### src/rtl/vga_clock_pkg.sv
// Shared types and field widths for the VGA clock timekeeping blocks.
// wrap_add keeps every modular increment as a compare-and-subtract instead of a divider.
package vga_clock_pkg;

  typedef enum logic [1:0] {
    AL_OFF     = 2'd0,
    AL_ARMED   = 2'd1,
    AL_RINGING = 2'd2,
    AL_SNOOZED = 2'd3
  } al_state_e;

  localparam int          SEC_W       = 6;
  localparam int          MIN_W       = 6;
  localparam int          HR_W        = 5;
  localparam int unsigned SEC_PER_MIN = 60;

  // Valid for v < m and a <= m, which covers tick + adjust on every field.
  function automatic int unsigned wrap_add(input int unsigned v, input int unsigned a,
                                           input int unsigned m);
    int unsigned s;
    s = v + a;
    return (s >= m) ? s - m : s;
  endfunction

endpackage

### src/rtl/alarm_channel.sv
// One alarm: hh:mm setting, OFF/ARMED/RINGING/SNOOZED state machine,
// snooze countdown and ring-timeout counter. State is exported for decoding and debug.
module alarm_channel
  import vga_clock_pkg::*;
#(
  parameter int unsigned HR_MOD       = 12,
  parameter int unsigned SNOOZE_TICKS = 300,
  parameter int unsigned RING_TICKS   = 600
) (
  input  logic             clk,
  input  logic             rst,
  input  logic             tick,
  input  logic             sel,
  input  logic             min_inc,
  input  logic             hour_inc,
  input  logic             toggle,
  input  logic             snooze,
  input  logic             dismiss,
  input  logic [HR_W-1:0]  now_hours,
  input  logic [MIN_W-1:0] now_minutes,
  input  logic [SEC_W-1:0] now_seconds,
  output logic [MIN_W-1:0] al_minutes,
  output logic [HR_W-1:0]  al_hours,
  output al_state_e        state
);

  localparam int SNZ_W = (SNOOZE_TICKS > 1) ? $clog2(SNOOZE_TICKS + 1) : 1;
  localparam int RNG_W = (RING_TICKS > 1) ? $clog2(RING_TICKS) : 1;

  al_state_e        state_q, state_d;
  logic [MIN_W-1:0] min_q, min_d;
  logic [HR_W-1:0]  hr_q, hr_d;
  logic [SNZ_W-1:0] snz_q, snz_d;
  logic [RNG_W-1:0] ring_q, ring_d;
  logic             match;

  always_comb begin
    state_d = state_q;
    min_d   = min_q;
    hr_d    = hr_q;
    snz_d   = snz_q;
    ring_d  = ring_q;
    if (sel && min_inc) min_d = MIN_W'(wrap_add(32'(min_q), 1, SEC_PER_MIN));
    if (sel && hour_inc) hr_d = HR_W'(wrap_add(32'(hr_q), 1, HR_MOD));
    // Only second 00 matches, so a dismissed alarm stays quiet for the rest of its minute.
    match = tick && (now_hours == hr_q) && (now_minutes == min_q) && (now_seconds == '0);
    case (state_q)
      AL_OFF: if (sel && toggle) state_d = AL_ARMED;
      AL_ARMED: begin
        if (sel && toggle) state_d = AL_OFF;
        else if (match) begin
          state_d = AL_RINGING;
          ring_d  = '0;
        end
      end
      AL_RINGING: begin
        if (sel && toggle) state_d = AL_OFF;
        else if (dismiss) state_d = AL_ARMED;
        else if (snooze) begin
          state_d = AL_SNOOZED;
          snz_d   = SNZ_W'(SNOOZE_TICKS);
        end else if (tick) begin
          if (ring_q == RNG_W'(RING_TICKS - 1)) state_d = AL_ARMED;
          else ring_d = ring_q + RNG_W'(1);
        end
      end
      AL_SNOOZED: begin
        if (sel && toggle) state_d = AL_OFF;
        else if (dismiss) state_d = AL_ARMED;
        else if (tick) begin
          if (snz_q <= SNZ_W'(1)) begin
            state_d = AL_RINGING;
            ring_d  = '0;
          end else snz_d = snz_q - SNZ_W'(1);
        end
      end
      default: state_d = AL_OFF;
    endcase
  end

  always_ff @(posedge clk or posedge rst) begin
    if (rst) begin
      state_q <= AL_OFF;
      min_q   <= '0;
      hr_q    <= '0;
      snz_q   <= '0;
      ring_q  <= '0;
    end else begin
      state_q <= state_d;
      min_q   <= min_d;
      hr_q    <= hr_d;
      snz_q   <= snz_d;
      ring_q  <= ring_d;
    end
  end

  assign al_minutes = min_q;
  assign al_hours   = hr_q;
  assign state      = state_q;

endmodule

### src/rtl/timekeeper_core.sv
// Timekeeping and alarm engine: 1 Hz prescaler, hh:mm:ss carry chain, tone divider
// and NUM_ALARMS alarm channels. Pulse inputs are single-cycle; there are no handshakes.
module timekeeper_core
  import vga_clock_pkg::*;
#(
  parameter int CLK_HZ           = 31_500_000,
  parameter int TONE_HZ          = 1575,
  parameter int NUM_ALARMS       = 2,
  parameter int MODE_24H         = 0,
  parameter int SNOOZE_MIN       = 5,
  parameter int RING_TIMEOUT_MIN = 10,
  localparam int AW = (NUM_ALARMS > 1) ? $clog2(NUM_ALARMS) : 1
) (
  input  logic                        clk,
  input  logic                        reset,
  input  logic                        sec_inc,
  input  logic                        min_inc,
  input  logic                        hour_inc,
  input  logic [AW-1:0]               al_sel,
  input  logic                        al_min_inc,
  input  logic                        al_hour_inc,
  input  logic                        al_toggle,
  input  logic                        snooze,
  input  logic                        dismiss,
  output logic [SEC_W-1:0]            seconds,
  output logic [MIN_W-1:0]            minutes,
  output logic [HR_W-1:0]             hours,
  output logic [MIN_W*NUM_ALARMS-1:0] al_minutes,
  output logic [HR_W*NUM_ALARMS-1:0]  al_hours,
  output logic [NUM_ALARMS-1:0]       al_on,
  output logic [NUM_ALARMS-1:0]       ringing,
  output logic                        sec_tick,
  output logic                        blink,
  output logic                        buzzer_out
);

  localparam int          PW           = (CLK_HZ > 1) ? $clog2(CLK_HZ) : 1;
  localparam int          TONE_DIV_RAW = CLK_HZ / (2 * TONE_HZ);
  localparam int          TONE_DIV     = (TONE_DIV_RAW > 1) ? TONE_DIV_RAW : 1;
  localparam int          TW           = (TONE_DIV > 1) ? $clog2(TONE_DIV) : 1;
  localparam int unsigned HR_MOD       = (MODE_24H != 0) ? 24 : 12;

  logic [PW-1:0]    presc_q, presc_d;
  logic [TW-1:0]    tone_cnt_q, tone_cnt_d;
  logic             tone_q, tone_d, blink_q, blink_d, sec_tick_q;
  logic [SEC_W-1:0] seconds_q, seconds_d;
  logic [MIN_W-1:0] minutes_q, minutes_d;
  logic [HR_W-1:0]  hours_q, hours_d;
  logic             tick, sec_carry, min_carry;
  al_state_e        ch_state [NUM_ALARMS];

  always_comb begin
    tick       = (presc_q == PW'(CLK_HZ - 1));
    presc_d    = tick ? '0 : presc_q + PW'(1);
    blink_d    = (presc_d < PW'(CLK_HZ / 2));
    tone_cnt_d = (tone_cnt_q == TW'(TONE_DIV - 1)) ? '0 : tone_cnt_q + TW'(1);
    tone_d     = (tone_cnt_q == TW'(TONE_DIV - 1)) ? ~tone_q : tone_q;
    // Only the tick path carries; manual adjust pulses wrap their own field silently.
    sec_carry  = tick && (seconds_q == SEC_W'(SEC_PER_MIN - 1));
    min_carry  = sec_carry && (minutes_q == MIN_W'(SEC_PER_MIN - 1));
    seconds_d  = SEC_W'(wrap_add(32'(seconds_q), 32'(tick) + 32'(sec_inc), SEC_PER_MIN));
    minutes_d  = MIN_W'(wrap_add(32'(minutes_q), 32'(sec_carry) + 32'(min_inc), SEC_PER_MIN));
    hours_d    = HR_W'(wrap_add(32'(hours_q), 32'(min_carry) + 32'(hour_inc), HR_MOD));
  end

  always_ff @(posedge clk or posedge reset) begin
    if (reset) begin
      presc_q    <= '0;
      tone_cnt_q <= '0;
      tone_q     <= 1'b0;
      blink_q    <= 1'b0;
      sec_tick_q <= 1'b0;
      seconds_q  <= '0;
      minutes_q  <= '0;
      hours_q    <= '0;
    end else begin
      presc_q    <= presc_d;
      tone_cnt_q <= tone_cnt_d;
      tone_q     <= tone_d;
      blink_q    <= blink_d;
      sec_tick_q <= tick;
      seconds_q  <= seconds_d;
      minutes_q  <= minutes_d;
      hours_q    <= hours_d;
    end
  end

  // Channels compare against the next time so RINGING appears on the same edge as hh:mm:00.
  for (genvar i = 0; i < NUM_ALARMS; i++) begin : g_alarm
    alarm_channel #(
      .HR_MOD      (HR_MOD),
      .SNOOZE_TICKS(SNOOZE_MIN * SEC_PER_MIN),
      .RING_TICKS  (RING_TIMEOUT_MIN * SEC_PER_MIN)
    ) u_chan (
      .clk        (clk),
      .rst        (reset),
      .tick       (tick),
      .sel        (al_sel == AW'(i)),
      .min_inc    (al_min_inc),
      .hour_inc   (al_hour_inc),
      .toggle     (al_toggle),
      .snooze     (snooze),
      .dismiss    (dismiss),
      .now_hours  (hours_d),
      .now_minutes(minutes_d),
      .now_seconds(seconds_d),
      .al_minutes (al_minutes[MIN_W*i +: MIN_W]),
      .al_hours   (al_hours[HR_W*i +: HR_W]),
      .state      (ch_state[i])
    );
    assign al_on[i]   = (ch_state[i] != AL_OFF);
    assign ringing[i] = (ch_state[i] == AL_RINGING);
  end

  assign seconds    = seconds_q;
  assign minutes    = minutes_q;
  assign hours      = hours_q;
  assign sec_tick   = sec_tick_q;
  assign blink      = blink_q;
  assign buzzer_out = tone_q & blink_q & (|ringing);

endmodule
### config.mk
export PLATFORM = sky130hd
export DESIGN_NAME = timekeeper_core
export DESIGN_NICKNAME = d
export VERILOG_FILES = /design/src/rtl/vga_clock_pkg.sv /design/src/rtl/alarm_channel.sv /design/src/rtl/timekeeper_core.sv
export SDC_FILE = /design/constraint.sdc
export NUM_CORES = 1
export LEC_CHECK = 0
export CAP_MARGIN = 10
export CORE_ASPECT_RATIO = 2
export CORE_MARGIN = 2
export CORE_UTILIZATION = 55
export DETAILED_ROUTE_END_ITERATION = 12
export GPL_TIMING_DRIVEN = 0
export PLACE_DENSITY = 0.75
export SLEW_MARGIN = 30
export SYNTH_ARGS = -nofsm -noshare
export SYNTH_HDL_FRONTEND = slang
export SYNTH_SLANG_ARGS = --single-unit
### constraint.sdc
create_clock -name clk -period 6.9 [get_ports clk]
set_input_delay 1.38 -clock clk [delete_from_list [all_inputs] [get_ports clk]]
set_output_delay 1.38 -clock clk [all_outputs]
set_load 0.05 [all_outputs]
# [Word-level counts from Yosys, hierarchy flattened]
# Cells that the tools add are included.
[classes] reduce_logical=30 mux=73 addsub=23 bitwise=4 eq_ne=54 magnitude_cmp=10
[ops] cell="$mux W10" n=22
[ops] cell="$mux W9" n=12
[ops] cell="$pmux W10 S3" n=2
[ops] cell="$mux W2" n=24
[ops] cell="$ne A2 B2 Y1 const B" n=19
[ops] cell="$pmux W9 S2" n=2
[ops] cell="$ge A7 B6 Y1 const B" n=4
[ops] cell="$add A25 B1 Y25 const B" n=1
[ops] cell="$eq A25 B25 Y1 const B" n=1
[ops] cell="$lt A25 B24 Y1 const B" n=1
[ops] cell="$mux W25" n=1
[ops] cell="$mux W6" n=4
[ops] cell="$reduce_and A12 Y1" n=2
[ops] cell="$sub A6 B6 Y6 const B" n=4
[ops] cell="$add A10 B1 Y10 const B" n=2
[ops] cell="$eq A10 B10 Y1 const B" n=2
[ops] cell="$ne A5 B3 Y1 const B" n=4
[ops] cell="$ge A6 B4 Y1 const B" n=3
[ops] cell="$le A9 B1 Y1 const B" n=2
[ops] cell="$ne A2 B1 Y1 const B" n=9
[ops] cell="$sub A9 B1 Y9 const B" n=2
[ops] cell="$pmux W2 S4" n=2
[ops] cell="$reduce_and A8 Y1" n=2
[ops] cell="$mux W5" n=3
[ops] cell="26 further kinds" n=64
[word_totals] in_bits=11 register_bits=123 output_inout_bits=46

# [Logic depth before layout (Yosys ltp)]
# Gate-level depths: netlist of run 1.
[depth] depth_word=14 mapped_depth=21

# [By module]
# From an unflattened synthesis of run 1, not the netlist that was laid out.
[unflattened] hier_cells=878 hier_area_um2=8174.1
[modules_own_cells] module="alarm_channel" seq_area_each_um2=800.8 instances=2 area_per_inst_um2=2417.3 cells_each=266
[modules_own_cells] module="timekeeper_core" seq_area_each_um2=1476.4 instances=1 area_per_inst_um2=3339.5 cells_each=346

# [Worst setup path after synthesis of run 1]
# OpenSTA, ideal clock, no wires.
[synth_path] path_kind="register to register" start="register presc_q[12]" end="register g_alarm[0].u_chan.ring_q[0]" path_buffers=4 slack_ps=1560 t_arrival_ps=5215 path_stages_with_launch=22 setup_ps=125 period_less_slack_ps=5340 cell_sequence="dfrtp_1 -> clkbuf_1 -> nor4_1 -> nand4_1 -> or4_1 -> clkinv_1 -> buf_1 -> fa_1 -> ha_1 -> buf_2 -> xnor2_1 -> inv_1 -> ha_1 -> or3b_1 -> a32o_1 -> a221oi_1 -> nand2_1 -> o22a_1 -> or4_4 -> o22a_1 -> buf_2 -> mux2_4"
[synth_via] elab_chain_len=13 word_cells_on_any_way=28 classes_between="add/sub: 9; order compare: 3; eq/ne: 6; mux: 3; reduce/logical: 7"
[synth_lines] element="start, declared" line_no="timekeeper_core.sv:43" source="logic [PW-1:0] presc_q, presc_d;"
[synth_lines] element="start signal, assigned" line_no="timekeeper_core.sv:77" source="presc_q <= presc_d;"
[synth_lines] element="$eq A25 B25 Y1 *" line_no="timekeeper_core.sv:53" source="tick = (presc_q == PW'(CLK_HZ - 1));"
[synth_lines] element="via g_alarm[0].u_chan.tick" line_no="alarm_channel.sv:12" source="input logic tick,"
[synth_lines] element="$logic_and A1 B1 Y1" line_no="timekeeper_core.sv:59" source="sec_carry = tick && (seconds_q == SEC_W'(SEC_PER_MIN - 1));"
[synth_lines] element="$logic_and A1 B1 Y1" line_no="timekeeper_core.sv:60" source="min_carry = sec_carry && (minutes_q == MIN_W'(SEC_PER_MIN - 1));"
[synth_lines] element="$add A1 B1 Y2" line_no="timekeeper_core.sv:63" source="hours_d = HR_W'(wrap_add(32'(hours_q), 32'(min_carry) + 32'(hour_inc), HR_MOD));"
[synth_lines] element="$add A5 B2 Y6" line_no="vga_clock_pkg.sv:21" source="s = v + a;"
[synth_lines] element="$sub A5 B4 Y5 or $ge A6 B4 Y1 (tied branches)" line_no="vga_clock_pkg.sv:22" source="return (s >= m) ? s - m : s;"
[synth_lines] element="$mux W5" line_no="vga_clock_pkg.sv:22"
[synth_lines] element="$eq A5 B5 Y1" line_no="alarm_channel.sv:46" source="match = tick && (now_hours == hr_q) && (now_minutes == min_q) && (now_seconds == '0);"
[synth_lines] element="$logic_and A1 B1 Y1 (3 in a row)" line_no="alarm_channel.sv:46"
[synth_lines] element="$ne A2 B1 Y1 (no line)"
[synth_lines] element="$reduce_and A12 Y1 (no line) *"
[synth_lines] element="end signal, assigned" line_no="alarm_channel.sv:93" source="ring_q <= ring_d;"
[synth_lines] element="end, declared" line_no="alarm_channel.sv:34" source="logic [RNG_W-1:0] ring_q, ring_d;"
# The timed path passes the listed nets; every way through them passes the cells marked *.
# A chain may end at the register's enable or synchronous reset.

# [Final worst setup path of run 1]
[layout_path] start="register presc_q[12]" end="register g_alarm[0].u_chan.ring_q[0]"
[layout_via] elab_chain_len=13 word_cells_on_any_way=28 classes_between="add/sub: 9; order compare: 3; eq/ne: 6; mux: 3; reduce/logical: 7"
[layout_lines] element="$eq A25 B25 Y1 *" line_no="timekeeper_core.sv:53"
[layout_lines] element="$logic_and A1 B1 Y1" line_no="timekeeper_core.sv:59"
[layout_lines] element="$logic_and A1 B1 Y1" line_no="timekeeper_core.sv:60"
[layout_lines] element="$add A1 B1 Y2" line_no="timekeeper_core.sv:63"
[layout_lines] element="$add A5 B2 Y6" line_no="vga_clock_pkg.sv:21"
[layout_lines] element="$sub A5 B4 Y5 or $ge A6 B4 Y1 (tied branches)" line_no="vga_clock_pkg.sv:22"
[layout_lines] element="$mux W5" line_no="vga_clock_pkg.sv:22"
[layout_lines] element="$eq A5 B5 Y1" line_no="alarm_channel.sv:46"
[layout_lines] element="$logic_and A1 B1 Y1 (3 in a row)" line_no="alarm_channel.sv:46"
[layout_lines] element="$ne A2 B1 Y1 (no line)"
[layout_lines] element="$reduce_and A12 Y1 (no line) *"
# Every way passes the cells marked *; elsewhere a longest branch is shown, timed or not.

==> summary.md, run 1 <==
| Metric | Value |
|---|---|
| Status | `completed` |
| Synth Register Bits | `123` |
| Arrival time worst endpoint | `6.62 ns` |
| Drt pass-1 iters | `4` |
| Routed WL per cell | `15.9 um` |
| Least-Margin Pin Slew | `0.782 ns` |
| Diode count | `0` |
| Clock share of power | `22.6%` |
| Clock Tree Root | `clkbuf_16` |
| Setup CP Type | `flop to flop` |
| DRC | `0` |
| Main synth FF type | `dfrtp_1` |
| Final setup skew | `around 0.016 ns` |
| Die area | `15200 um^2` |
| Placeable Area | `13900 um^2` |
| Max VDD drop | `0.326 mV` |
| Syn. warnings | `0` |
| Leakage | `0.00393 uW` |
| Port bufs | `55` |
| Fin area | `approximately 9200 um^2` |
| Clk pin slew, worst setup/hold paths | `0.06 ns` |
| Mapped Area | `7820 um^2` |
| Worst-skew pair later-pin latency | `between 0.4 and 0.5 ns` |
| CTS tree | `done` |
| Final min period | `6.31 ns` |
| Rows | `slightly above 60` |
| Max frequency | `158 MHz` |
| Post-synth top area share | `between 30% and 40%` |
| CP Capture Type | `flop` |
| CP Launch Type | `flop` |
| CP Cell Sequence | `clkbuf_1, nor4_1, nand4_1, or4_1, clkinv_1, nand4_1, nor3_1, fa_1, ha_1, xor2_1, ha_1, clkbuf_1, nand4b_1, a21oi_1, a31oi_1, xor2_1, nand3_1, or4_4, o22a_1, buf_2, mux2_4` |
| First-pass GRT wire length | `~31000 um` |
| Period utilization | `91.5%` |
| Clk sinks | `~120` |
| Max-cap violations | `0` |
| Post-synth ARST share | `100%` |
| Post-Syn Nets | `between 900 and 1000` |
| TNS Setup | `0 ns` |
| H-Tree Depth | `4` |
| Cell taking the most area after synthesis | `dfrtp_1` |
| Io pins | `57` |
| Antenna-violating nets left | `0` |
| Setup-failing EPs final | `0` |
| Slowest cell on crit path | `or4_1` |
| Cts bufs inserted | `17` |
| Layout cells sized above 1 | `7.56%` |
| Hold_ws | `0.473 ns` |
| Dpl hpwl | `13500 um` |
| Slew Viols, Final | `0` |
| Area after DPL | `8640 um^2` |
| Grt ovf | `0` |
| Gpl congestion | `0.904` |
| Via count | `6693` |
| P per Cell Area | `413 nW/um^2` |
| Worst path bufs/invs | `4` |
| Post-CTS sizing | `0` |
| Number of hold violations in the final report | `0` |
| RSZ-0062 raised after global routing | `no` |
| Clock Path Buffers | `2` |
| Post-synthesis cell type count | `73` |
| Initial DRC count | `354` |
| Sw Share | `45.1%` |
| Max_slew headroom | `46.5%` |
| Die width | `88.3 um` |
| Number of hold buffers added after cts | `0` |
| Number of vias per cell | `about 5.8` |
| Psw | `1710 uW` |
| HP Class | `flop to flop` |
| Combinational share of power | `50.8%` |
| WL final | `18400 um` |
| Vias in the first global route | `6711` |
| Syn-to-layout area delta | `17.8%` |
| Seq/Total Area, Yosys | `39.4%` |
| Largest net degree at the start of global routing | `between 70 and 80` |
| Crit path max-delay family | `simple AND/OR/NAND/NOR gates` |
| Nets | `988` |
| Initial antenna violation count | `0` |
| Most instantiated library cell after synthesis | `dfrtp_1` |
| Req. time, crit path | `7.21 ns` |
| Die height | `roughly 170 um` |
| Reg power frac | `between 20% and 30%` |
| Synthesized area per cell | `8.91 um^2` |
| Top post-synthesis cells by count | `dfrtp_1 (123), nand2_1 (72), nor2_1 (70), xnor2_1 (55), nand3_1 (53)` |
| Tot GR Track Use | `25.4%` |
| Cell Int Power | `2090 uW` |
| Cells after synthesis | `877` |
| Post-CTS Setup Inserts | `0` |
| Slowest cell delay on critical path | `approximately 0.73 ns` |
| Crit-path max FO | `9` |
| Number of synthesized flops with an enable pin | `0` |
| Synth top area cells | `dfrtp_1 (39%), xnor2_1 (6.2%), xor2_1 (5.0%)` |
| Initial core utilization | `56.3%` |
-- final timing paths --
check                                 start                          end  slack, ns  depth (start not counted)
worst max-delay path            presc_q[12]  g_alarm[0].u_chan.ring_q[0]       0.59                         21
worst min-delay path                 tone_q                       tone_q       0.47                          1
worst max register to register  presc_q[12]  g_alarm[0].u_chan.ring_q[0]       0.59                         21
worst min register to register       tone_q                       tone_q       0.47                          1
max in group asynchronous             reset  g_alarm[0].u_chan.ring_q[9]       4.83                          3
min in group asynchronous             reset                   seconds[4]       1.36                          2
-- metal layers --
metal / track usage (%) / share of wire (%)
met1: 26.9 / 37
met2: 46.9 / 56
met3: 4.58 / 3.4
met4: 10.9 / 3.3
met5: 0 / 0
-- flip-flops by register name, summed over array words and instances, names as in the netlist, 4 cells and up --
signal,cells
presc_q,25
g_alarm.u_chan.ring_q,20
g_alarm.u_chan.snz_q,18
tone_cnt_q,14
g_alarm.u_chan.al_minutes,12
g_alarm.u_chan.al_hours,10
minutes,6
seconds,6
hours,5
g_alarm.u_chan.state,4
-- power groups by stage --
stage                     combinational, uW  clock [uW]  sequential [uW]
after global routing                   2110         902             1030
final                                  1930         859             1010
after detailed placement               1920           0             1020
after floorplan                        1050           0             1370
after CTS                              1940         873             1010
after global placement                 1900           0             1020
-- cells by family after synthesis --
logic type	after synthesis	synth area share, %
buf+inv	80	4.00
mux	11	1.57
flops	123	39.4
simple gates	356	24.0
compound gates	181	15.4
fa+ha+maj	26	4.42
xor+xnor	100	11.2
-- worst register-to-register path, delay by kind of cell (launching register included) --
kind                       cells  cell delay [ns]
xor gates and xnor gates       2             0.39
adders and majority gates      3             0.76
muxes                          1             0.31
AOI/OAI and AO/OA              3             0.68
DFF                            1             0.35
and+or+nand+nor                8             2.77
buffers and inverters          4             0.93
-- layout by cell type (no fill, tap or decap), drive strengths merged, types with 5 or more instances in the layout --
cell | Yosys | final
nor3b | 5 | 5
nand4 | 15 | 15
a21oi | 31 | 31
nor2 | 70 | 70
nand2 | 72 | 72
o21ai | 52 | 52
clkinvlp | 0 | 5
o22a | 5 | 5
xor2 | 45 | 45
ha | 22 | 22
nand3 | 53 | 53
a31oi | 13 | 13
inv | 35 | 39
o41ai | 5 | 5
nor2b | 12 | 12
clkbuf | 31 | 49
or4 | 9 | 9
clkdlybuf4s50 | 0 | 55
nand4b | 6 | 6
or3 | 9 | 9
o31ai | 14 | 14
or2 | 10 | 10
nor3 | 24 | 24
and3 | 16 | 16
nor4 | 11 | 11
and2 | 7 | 7
nand2b | 11 | 11
dfrtp | 123 | 123
o21ba | 7 | 7
clkinv | 1 | 6
mux2 | 7 | 7
buf | 13 | 13
xnor2 | 55 | 55
a21o | 15 | 15
nand3b | 7 | 7
-- area by class of cell --
class                      count  area (um^2)
clock inverter                15          141
timing repair buffer          56          578
tap                          189          236
fill                        1164         4680
buffer                        44          179
multi-input combinational    674         4430
clock buffer                  17          425
sequential                   123         3080
inverter                      36          143
-- metrics by stage --
step                total power (uW)  utilization (%)  cells  setup slack [ns]
global route                    4040             66.3   1154             0.178
CTS                             3820             66.3   1154             0.401
floorplan                       2420                -    877              1.56
global placement                2920             61.9   1121             0.385
finish                          3800             66.3   1154             0.586
detailed placement              2940             62.2   1122             0.416
Power figures use the tool's default switching activity.
==> inputs of run 2 (changes only) <==
--- a/config.mk
+++ b/config.mk
@@ -6,12 +6,14 @@
 export NUM_CORES = 1
 export LEC_CHECK = 0
 export CAP_MARGIN = 10
+export CELL_PAD_IN_SITES_DETAIL_PLACEMENT = 0
+export CELL_PAD_IN_SITES_GLOBAL_PLACEMENT = 1
 export CORE_ASPECT_RATIO = 2
-export CORE_MARGIN = 2
-export CORE_UTILIZATION = 55
+export CORE_MARGIN = 1.5
+export CORE_UTILIZATION = 46
 export DETAILED_ROUTE_END_ITERATION = 12
 export GPL_TIMING_DRIVEN = 0
-export PLACE_DENSITY = 0.75
+export PLACE_DENSITY_LB_ADDON = 0.1
 export SLEW_MARGIN = 30
 export SYNTH_ARGS = -nofsm -noshare
 export SYNTH_HDL_FRONTEND = slang
==> constraint.sdc (replaced) <==
create_clock -name clk -period 6.9 [get_ports clk]
set_input_delay 1.38 -clock clk [delete_from_list [all_inputs] [get_ports clk]]
set_output_delay 1.38 -clock clk [all_outputs]
set_load 0.02 [all_outputs]
==> run 2 against run 1 <==
  * Die area is 17% higher
  * Largest cell class unchanged
  * Fmax is 1.7% lower
  * Largest power group unchanged
  * Sequential power hardly changed
  * Design area is 0.37% higher
  * Clock-buffer cell count stayed put
  * Core utilization is 11 points lower
  * First-iteration DRC count is 29% lower
  * Total power is 6.3% lower
==> summary.md, run 2 (synthesis gave the netlist of run 1 again) <==
| Metric | Value |
|---|---|
| Rows | `67` |
| Initial DRC count | `251` |
| DRC | `0` |
| Clock Tree Root | `clkbuf_16` |
| Io pins | `57` |
| Initial core utilization | `~47%` |
| HP Class | `flop to flop` |
| R2R Setup Slk | `between 0.4 and 0.5 ns` |
| Largest net degree at the start of global routing | `86` |
| Leakage | `about 0.004 uW` |
| Number of vias per cell | `5.81` |
| Dpl hpwl | `14700 um` |
| Final setup skew | `between 0.01 and 0.015 ns` |
| Setup-failing EPs final | `0` |
| Clock Path Buffers | `2` |
| Max_slew headroom | `between 50% and 60%` |
| Tot GR Track Use | `around 23%` |
| Arrival time worst endpoint | `6.72 ns` |
| Diode count | `0` |
| Req. time, crit path | `7.20 ns` |
| Setup CP Type | `flop to flop` |
| Reg with most FFs | `presc_q` |
| Post-CTS Setup Inserts | `0` |
| Period utilization | `between 90% and 100%` |
| Commonest cells after routing, fill and taps aside | `dfrtp_1 (123), nand2_1 (72), nor2_1 (70)` |
| Gpl congestion | `0.878` |
| Clk sinks | `123` |
| Clk pin slew, worst setup/hold paths | `around 0.060 ns` |
| Layout Utilization | `55.4%` |
| Drt pass-1 iters | `5` |
| Status | `completed` |
| TNS Setup | `0 ns` |
| Layout cells sized above 1 | `under 10%` |
| Final min period | `approximately 6.4 ns` |
| FILL cells | `1543` |
| Die width | `95.2 um` |
| RSZ-0062 raised after global routing | `no` |
| Die height | `roughly 190 um` |
| Placeable Area | `~17000 um^2` |
| WL final | `between 15000 and 20000 um` |
| H-Tree Depth | `4` |
| Worst-skew pair later-pin latency | `0.43 ns` |
| Die area | `17800 um^2` |
| Least-Margin Pin Slew | `around 0.74 ns` |
| Via count | `6814` |
| CP Capture Type | `flop` |
| Slew Viols, Final | `0` |
| Number of hold violations in the final report | `0` |
| Crit-path max FO | `11` |
| Sequential Area | `3080 um^2` |
| Commonest non-fill, non-tap cell in the layout | `dfrtp_1` |
| Max-cap violations | `0` |
| CTS tree | `done` |
| Routed WL per cell | `16.7 um` |
| Nets | `988` |
| Regs by FF count | `presc_q x25, g_alarm.u_chan.ring_q x20, g_alarm.u_chan.snz_q x18` |
| Post-CTS sizing | `0` |
| First-pass GRT wire length | `32800 um` |
| Syn-to-layout area delta | `18.3%` |
| CP Launch Type | `flop` |
| Antenna-violating nets left | `0` |
| Max reg flops | `25` |
| Vias in the first global route | `7039` |
| P per Cell Area | `around 390 nW/um^2` |
| Max VDD drop | `0.239 mV` |
| Max frequency | `156 MHz` |
| PnR worst setup slack | `0.480 ns` |
| Area taken by multi-input logic gates | `between 4000 and 5000 um^2` |
| Initial antenna violation count | `0` |
| Number of hold buffers added after cts | `0` |
| Cts bufs inserted | `17` |
| Setup WS pre-CTS | `between 0.3 and 0.4 ns` |
| Area after DPL | `8670 um^2` |
| Fin area | `roughly 9000 um^2` |
| Port bufs | `55` |
| Grt ovf | `0` |
[run 2: through the flow]
step,total power [uW],hold WS [ns],cells
2_1_floorplan,2160,0.442,877
3_3_place_gp,2650,0.466,1139
3_5_place_dp,2710,0.464,1140
4_1_cts,3600,0.477,1172
5_1_grt,3820,0.510,1172
6_report,3560,0.476,1172
[run 2: final timing paths]
kind                                             from                              end  cells after the start
min in group asynchronous                       reset  g_alarm[1].u_chan.al_minutes[0]                      2
max reg2reg                               presc_q[12]      g_alarm[0].u_chan.ring_q[0]                     21
min                        g_alarm[1].u_chan.snz_q[6]       g_alarm[1].u_chan.snz_q[6]                      2
min reg2reg                g_alarm[1].u_chan.snz_q[6]       g_alarm[1].u_chan.snz_q[6]                      2
max                                       presc_q[12]      g_alarm[0].u_chan.ring_q[0]                     21
max in group asynchronous                       reset                      presc_q[18]                      3
[run 2: layer usage]
layer  wire length (um)  global-route usage (%)  vias up
met5                  0                       0        -
met2              11000                    43.5      123
li1                   -                       -     3294
met1               7250                    23.8     3359
met3                680                    4.76       38
met4                580                    9.87        0
[run 2: cell type report]
type                       instances  share of cell area, %
tap                              207                   2.80
clock inverter                    15                   1.64
clock buffer                      17                   4.60
sequential                       123                   33.3
timing repair buffer              56                   6.25
multi-input combinational        674                   47.9
inverter                          36                   1.54
buffer                            44                   1.94
[run 2: report_power, final]
| part | leakage [uW] | internal, uW | switching [uW] | total (uW) |
|---|---|---|---|---|
| Clock | 0.000290 | 531 | 344 | 875 |
| Sequential | 0.00159 | 858 | 158 | 1020 |
| Combinational | 0.00207 | 730 | 944 | 1670 |
[run 2: critical path, cell delays in order (launching register included)]
cell and delay, ns:
dfrtp_1 0.36, clkbuf_1 0.20, nor4_1 0.33, nand4_1 0.29, or4_1 0.75, clkinv_1 0.26, clkbuf_2 0.34, fa_1 0.36
ha_1 0.23, buf_2 0.23, xnor2_1 0.14, inv_1 0.08, ha_1 0.15, or3b_1 0.40, a32o_1 0.27, a221oi_1 0.38
nand2_1 0.10, o22a_1 0.27, or4_4 0.47, o22a_1 0.19, buf_2 0.18, mux2_4 0.31
